===== src/rtl/maze_solver.sv =====
// Wall-follower maze explorer: walks a 1=wall/0=free RAM by the right- or left-hand rule.
// Optional step_count output port when MAZE_STEP_COUNT_EN is defined.
module maze_solver #(
    parameter int maze_width = 6,
    parameter int MAZE_ROWS  = 64,
    parameter int MAZE_COLS  = 64,
    parameter int HAND       = 0,
    parameter int MAX_STEPS  = 4095,
    parameter int STEP_W     = 16
) (
    input  logic                  clk,
    input  logic                  rst_n,
    input  logic                  start,
    input  logic [maze_width-1:0] starting_row,
    input  logic [maze_width-1:0] starting_col,
    input  logic                  maze_in,
    output logic [maze_width-1:0] row,
    output logic [maze_width-1:0] col,
    output logic                  maze_oe,
    output logic                  maze_we,
    output logic                  busy,
    output logic                  done,
    output logic                  fail
`ifdef MAZE_STEP_COUNT_EN
    ,
    output logic [STEP_W-1:0]     step_count
`endif
);

    typedef enum logic [2:0] {S_IDLE, S_MARK, S_PROBE, S_CHECK, S_MOVE, S_DONE, S_FAIL} state_t;
    typedef enum logic [1:0] {EAST, SOUTH, WEST, NORTH} dir_t;

    localparam logic [maze_width-1:0] LAST_ROW  = maze_width'(MAZE_ROWS - 1);
    localparam logic [maze_width-1:0] LAST_COL  = maze_width'(MAZE_COLS - 1);
    localparam logic [STEP_W-1:0]     STEP_LIM  = STEP_W'(MAX_STEPS);
    localparam logic signed [maze_width:0] ONE  = 1;

    state_t                state;
    dir_t                  heading;
    logic [1:0]            cand;
    logic [maze_width-1:0] cur_row;
    logic [maze_width-1:0] cur_col;
    logic [STEP_W-1:0]     steps;

    dir_t                  cand_dir;
    logic signed [maze_width:0] nb_row;
    logic signed [maze_width:0] nb_col;
    logic                  off_grid;
    logic                  at_edge;

    // Directions are numbered clockwise, so a right turn is +1 and a left turn is +3.
    always_comb begin
        logic [1:0] turn;
        turn = 2'd0;
        case (cand)
            2'd0:    turn = (HAND != 0) ? 2'd3 : 2'd1;
            2'd1:    turn = 2'd0;
            2'd2:    turn = (HAND != 0) ? 2'd1 : 2'd3;
            default: turn = 2'd2;
        endcase
        cand_dir = dir_t'(heading + turn);
    end

    // One extra signed bit lets both -1 and the wrap past the top index read as off-grid.
    always_comb begin
        nb_row = $signed({1'b0, cur_row});
        nb_col = $signed({1'b0, cur_col});
        case (cand_dir)
            EAST:    nb_col = nb_col + ONE;
            SOUTH:   nb_row = nb_row + ONE;
            WEST:    nb_col = nb_col - ONE;
            default: nb_row = nb_row - ONE;
        endcase
        off_grid = nb_row[maze_width] || nb_col[maze_width]
                || (int'(nb_row) >= MAZE_ROWS) || (int'(nb_col) >= MAZE_COLS);
        at_edge  = (cur_row == '0) || (cur_row == LAST_ROW)
                || (cur_col == '0) || (cur_col == LAST_COL);
    end

    // NOTE: every output is a register assigned with <= so the RAM sees glitch-free strobes.
    always_ff @(posedge clk or negedge rst_n) begin
        if (!rst_n) begin
            state   <= S_IDLE;
            heading <= EAST;
            cand    <= 2'd0;
            cur_row <= '0;
            cur_col <= '0;
            steps   <= '0;
            row     <= '0;
            col     <= '0;
            maze_oe <= 1'b0;
            maze_we <= 1'b0;
            busy    <= 1'b0;
            done    <= 1'b0;
            fail    <= 1'b0;
        end else begin
            maze_oe <= 1'b0;
            maze_we <= 1'b0;
            case (state)
                S_IDLE, S_DONE, S_FAIL: begin
                    if (start) begin
                        cur_row <= starting_row;
                        cur_col <= starting_col;
                        row     <= starting_row;
                        col     <= starting_col;
                        heading <= EAST;
                        steps   <= '0;
                        done    <= 1'b0;
                        fail    <= 1'b0;
                        busy    <= 1'b1;
                        maze_we <= 1'b1;
                        state   <= S_MARK;
                    end
                end
                S_MARK: begin
                    cand  <= 2'd0;
                    state <= S_PROBE;
                end
                S_PROBE: begin
                    if (!off_grid) begin
                        row     <= nb_row[maze_width-1:0];
                        col     <= nb_col[maze_width-1:0];
                        maze_oe <= 1'b1;
                        state   <= S_CHECK;
                    end else if (cand == 2'd3) begin
                        fail  <= 1'b1;
                        busy  <= 1'b0;
                        state <= S_FAIL;
                    end else begin
                        cand <= cand + 2'd1;
                    end
                end
                S_CHECK: begin
                    if (maze_in) begin
                        row <= cur_row;
                        col <= cur_col;
                        if (cand == 2'd3) begin
                            fail  <= 1'b1;
                            busy  <= 1'b0;
                            state <= S_FAIL;
                        end else begin
                            cand  <= cand + 2'd1;
                            state <= S_PROBE;
                        end
                    end else begin
                        // row/col already point at the free neighbour; it becomes the current cell.
                        cur_row <= row;
                        cur_col <= col;
                        heading <= cand_dir;
                        steps   <= steps + STEP_W'(1);
                        maze_we <= 1'b1;
                        state   <= S_MOVE;
                    end
                end
                S_MOVE: begin
                    if (at_edge) begin
                        done  <= 1'b1;
                        busy  <= 1'b0;
                        state <= S_DONE;
                    end else if (steps == STEP_LIM) begin
                        fail  <= 1'b1;
                        busy  <= 1'b0;
                        state <= S_FAIL;
                    end else begin
                        cand  <= 2'd0;
                        state <= S_PROBE;
                    end
                end
                default: state <= S_IDLE;
            endcase
        end
    end

`ifdef MAZE_STEP_COUNT_EN
    assign step_count = steps;
`endif

endmodule

===== config.mk =====
export PLATFORM = sky130hd
export DESIGN_NAME = maze_solver
export DESIGN_NICKNAME = d
export VERILOG_FILES = /design/src/rtl/maze_solver.sv
export SDC_FILE = /design/constraint.sdc
export NUM_CORES = 1
export LEC_CHECK = 0
export ABC_AREA = 1
export BUFFER_PORTS_ARGS = -buffer_cell sky130_fd_sc_hd__clkbuf_2
export CAP_MARGIN = 20
export CORE_ASPECT_RATIO = 1.75
export CORE_MARGIN = 2
export CORE_UTILIZATION = 50
export DETAILED_ROUTE_END_ITERATION = 10
export MAX_ROUTING_LAYER = met4
export PLACE_DENSITY = 0.71
export SLEW_MARGIN = 10
export SYNTH_ARGS = -nofsm -noshare
export SYNTH_HDL_FRONTEND = slang
export SYNTH_SLANG_ARGS = --single-unit

===== constraint.sdc =====
create_clock -name clk -period 4.55 [get_ports clk]
set_clock_uncertainty 0.05 [all_clocks]
set_input_delay 0.2275 -clock clk [delete_from_list [all_inputs] [get_ports clk]]
set_output_delay 0.2275 -clock clk [all_outputs]
set_load 0.1 [all_outputs]

==> impl_metrics.toml <==
[route]
ant_nets = 0
remaining_drc_errors = 0
post_drt_wl_per_cell_um = 15.0
num_vias = 3364
drt_iter0_drc = 175
finalWirelength_mm = 8.86
viasPerCell = 5.70
drt_pass1_iterations = 4

[timing]
fmax_mhz = 250
rsz0062_at_grt = "false"
finalHoldViolCount = 4
slew_viol_final = 0
fin_tns_setup_ps = 0
layout_min_cycle_time_ps = 4010
period_share_pct = 88.1
setup_viol = 0
timing.hold.ws_ps = -6.11
relSlewSlack_pct = 47.6
tightest_slew_ps = 784

[yosys]
ys_ff_latch = 52
synthCells = 474
yosysWarnings = 0
syn_avg_cell_area_sq_um = 7.38
synthesis.nets = 503
ys_types = 40
synth_area_sq_um = 3500
synth_seq_area_share_pct = 37.2

[layout]
final_layout_size_suffix_gt1_share_pct = 15.8
nFillCells = 695
final_nets = 534
area_growth_pct = 11.5
fin_cells = 590
mostFrequentLayoutCells = "115 x nand2_1, 52 x dfrtp_1, 47 x inv_1, 39 x nor2_1, 34 x a21oi_1"
final_common_cell = "nand2_1"
diodes = 0

[place]
dpl.hpwl_mm = 6.51
io_buffers = 32
place_inst = 582
gp_congestion = 0.906

[grt]
grt_max_degree = 53
grt.total_usage_pct = 26.4
grt_pass1_vias = 3359
gr-total-overflow = 0
grt_pass1_wl_mm = 15.2
antenna_found_initial = 0

[setup_path]
path_max_fanout = 20
worstSetupStartpointType = "register"
worstPathRequired_ps = 4690
rrSetupSlack_ps = 540
setup.worst_path.class = "register to register"
r2r_cells = 23
r2r-end = "col[3]"
crit_arrival_ps = 4140
endpoint_kind = "register"
crit_path_start = "cand[0]"
r2r-start = "cand[0]"

[outcome]
violations = "negative hold slack"
outcome = "complete, but fails checks"

[clock_tree]
cts_root_buffer = "clkbuf_16"
holdBufCountCts = 0
path_clk_slew_ps = 70
htreeDepth = 2
cts_buffer_depth = 2
clock-sinks = 52
cts_resized = 0
post_cts_buffers = 0
cts_buffers = 5
cts_tree = "done"
clkLatencyLatePin_ps = 300

[die]
fp-row-count = 40
dieArea_sq_um = 7710
io_pins = 33
coreArea_sq_um = 6810
die_h_um = 115
start_util_pct = 51.4
dieWidth_um = 67.2

[min_path]
hp-class = "primary input to async pin"

[job]
maxCapViolations = 0
[cells in the mapped netlist]
master,n,area share (%)
o22ai_1,1,0.18
buf_6,1,0.32
clkbuf_1,6,0.64
nor3_2,2,0.57
xnor2_1,4,1.0
nor3b_1,1,0.21
o21ai_1,2,0.29
a21o_1,1,0.21
o221a_2,1,0.32
nand2_2,11,2.0
nand3_2,3,0.86
or2_2,2,0.36
o211ai_1,2,0.43
inv_2,3,0.32
o21ai_2,6,1.5
fa_1,1,0.57
nand3_4,2,1.0
inv_4,1,0.18
a21oi_1,34,4.9
nand3_1,27,3.9
nor2_4,1,0.32
nor2_1,39,4.2
o21a_1,2,0.43
buf_2,4,0.57
inv_1,47,5.0
nor4_1,2,0.36
o21ai_0,27,3.9
a211oi_1,3,0.64
nor2_2,3,0.54
a22oi_1,12,2.6
a31oi_1,11,2.0
ha_1,12,4.3
xor2_1,3,0.75
dfrtp_1,52,37
nor3_1,11,1.6
buf_4,1,0.21
nand2_4,1,0.32
nand2_1,115,12
nand4_1,16,2.9
a22o_1,1,0.25
[layout make-up]
cell class | count | area, sq um | share of cell area, %
Clock buffer | 5 | 125 | 3.21
Clock inverter | 3 | 42.5 | 1.09
Inverter | 51 | 194 | 4.97
Multi-Input combinational cell | 359 | 1940 | 49.8
Sequential cell | 52 | 1300 | 33.4
Tap cell | 84 | 105 | 2.70
Timing Repair Buffer | 36 | 190 | 4.88
[sequential cells by signal, summed over array words and instances (netlist names), 2 cells and up]
register and flops:
row 6, cand 2, heading 2, cur_col 6, col 6, steps 16, cur_row 6, state 3
[cell families after synthesis]
family / count (synthesis) / synth area share, %
flip-flops: 52 / 37.2
buffers and inverters: 63 / 7.30
XOR/XNOR: 7 / 1.75
adder cells (fa/ha/maj): 13 / 4.87
AND/OR/NAND/NOR: 236 / 31.3
AO/OA/AOI/OAI: 103 / 17.5
[per-layer routing]
layer  wire length [um]  track usage [%]
met3                271             4.33
met4                279             12.1
met2               5000             47.3
met1               3300             27.0
met5                  0                -
[critical path, cell delays in order, from the launching register on]
cell,delay [ps]
dfrtp_1,370
inv_1,90
ha_1,240
or2_2,300
ha_1,210
inv_1,70
nand2_2,70
nand2_1,110
nand2_4,80
nand2_1,90
nand2_1,190
fa_1,480
nand3_1,90
nand3_1,100
nand2_1,80
nand2_1,50
a21oi_1,150
a21oi_1,80
o21ai_0,200
nand3_2,160
nand2_2,410
inv_4,80
nand2_1,80
nand2_1,50
[stage by stage]
step / hold slack (ps) / setup slack (ps) / cell area (sq um) / utilization [%]
CTS: 31.4 / 564 / 3900 / 57.3
floorplan: -118 / 1210 / 3500 / -
finish: -6.11 / 543 / 3900 / 57.3
global placement: 340 / 769 / 3730 / 54.8
global route: 62.9 / 121 / 3900 / 57.3
detailed placement: 348 / 590 / 3730 / 54.8
[worst max-delay path by stage]
stage	to	slack, ps	cells after the start
finish	col[3]	540	23
global route	col[5]	120	23
CTS	col[3]	560	23
detailed placement	col[3]	590	23
global placement	row[3]	770	23
floorplan	col[2]	1210	23
Power is not shown: default switching activity piles up to over one toggle a cycle in this logic, so the estimate is an artifact.
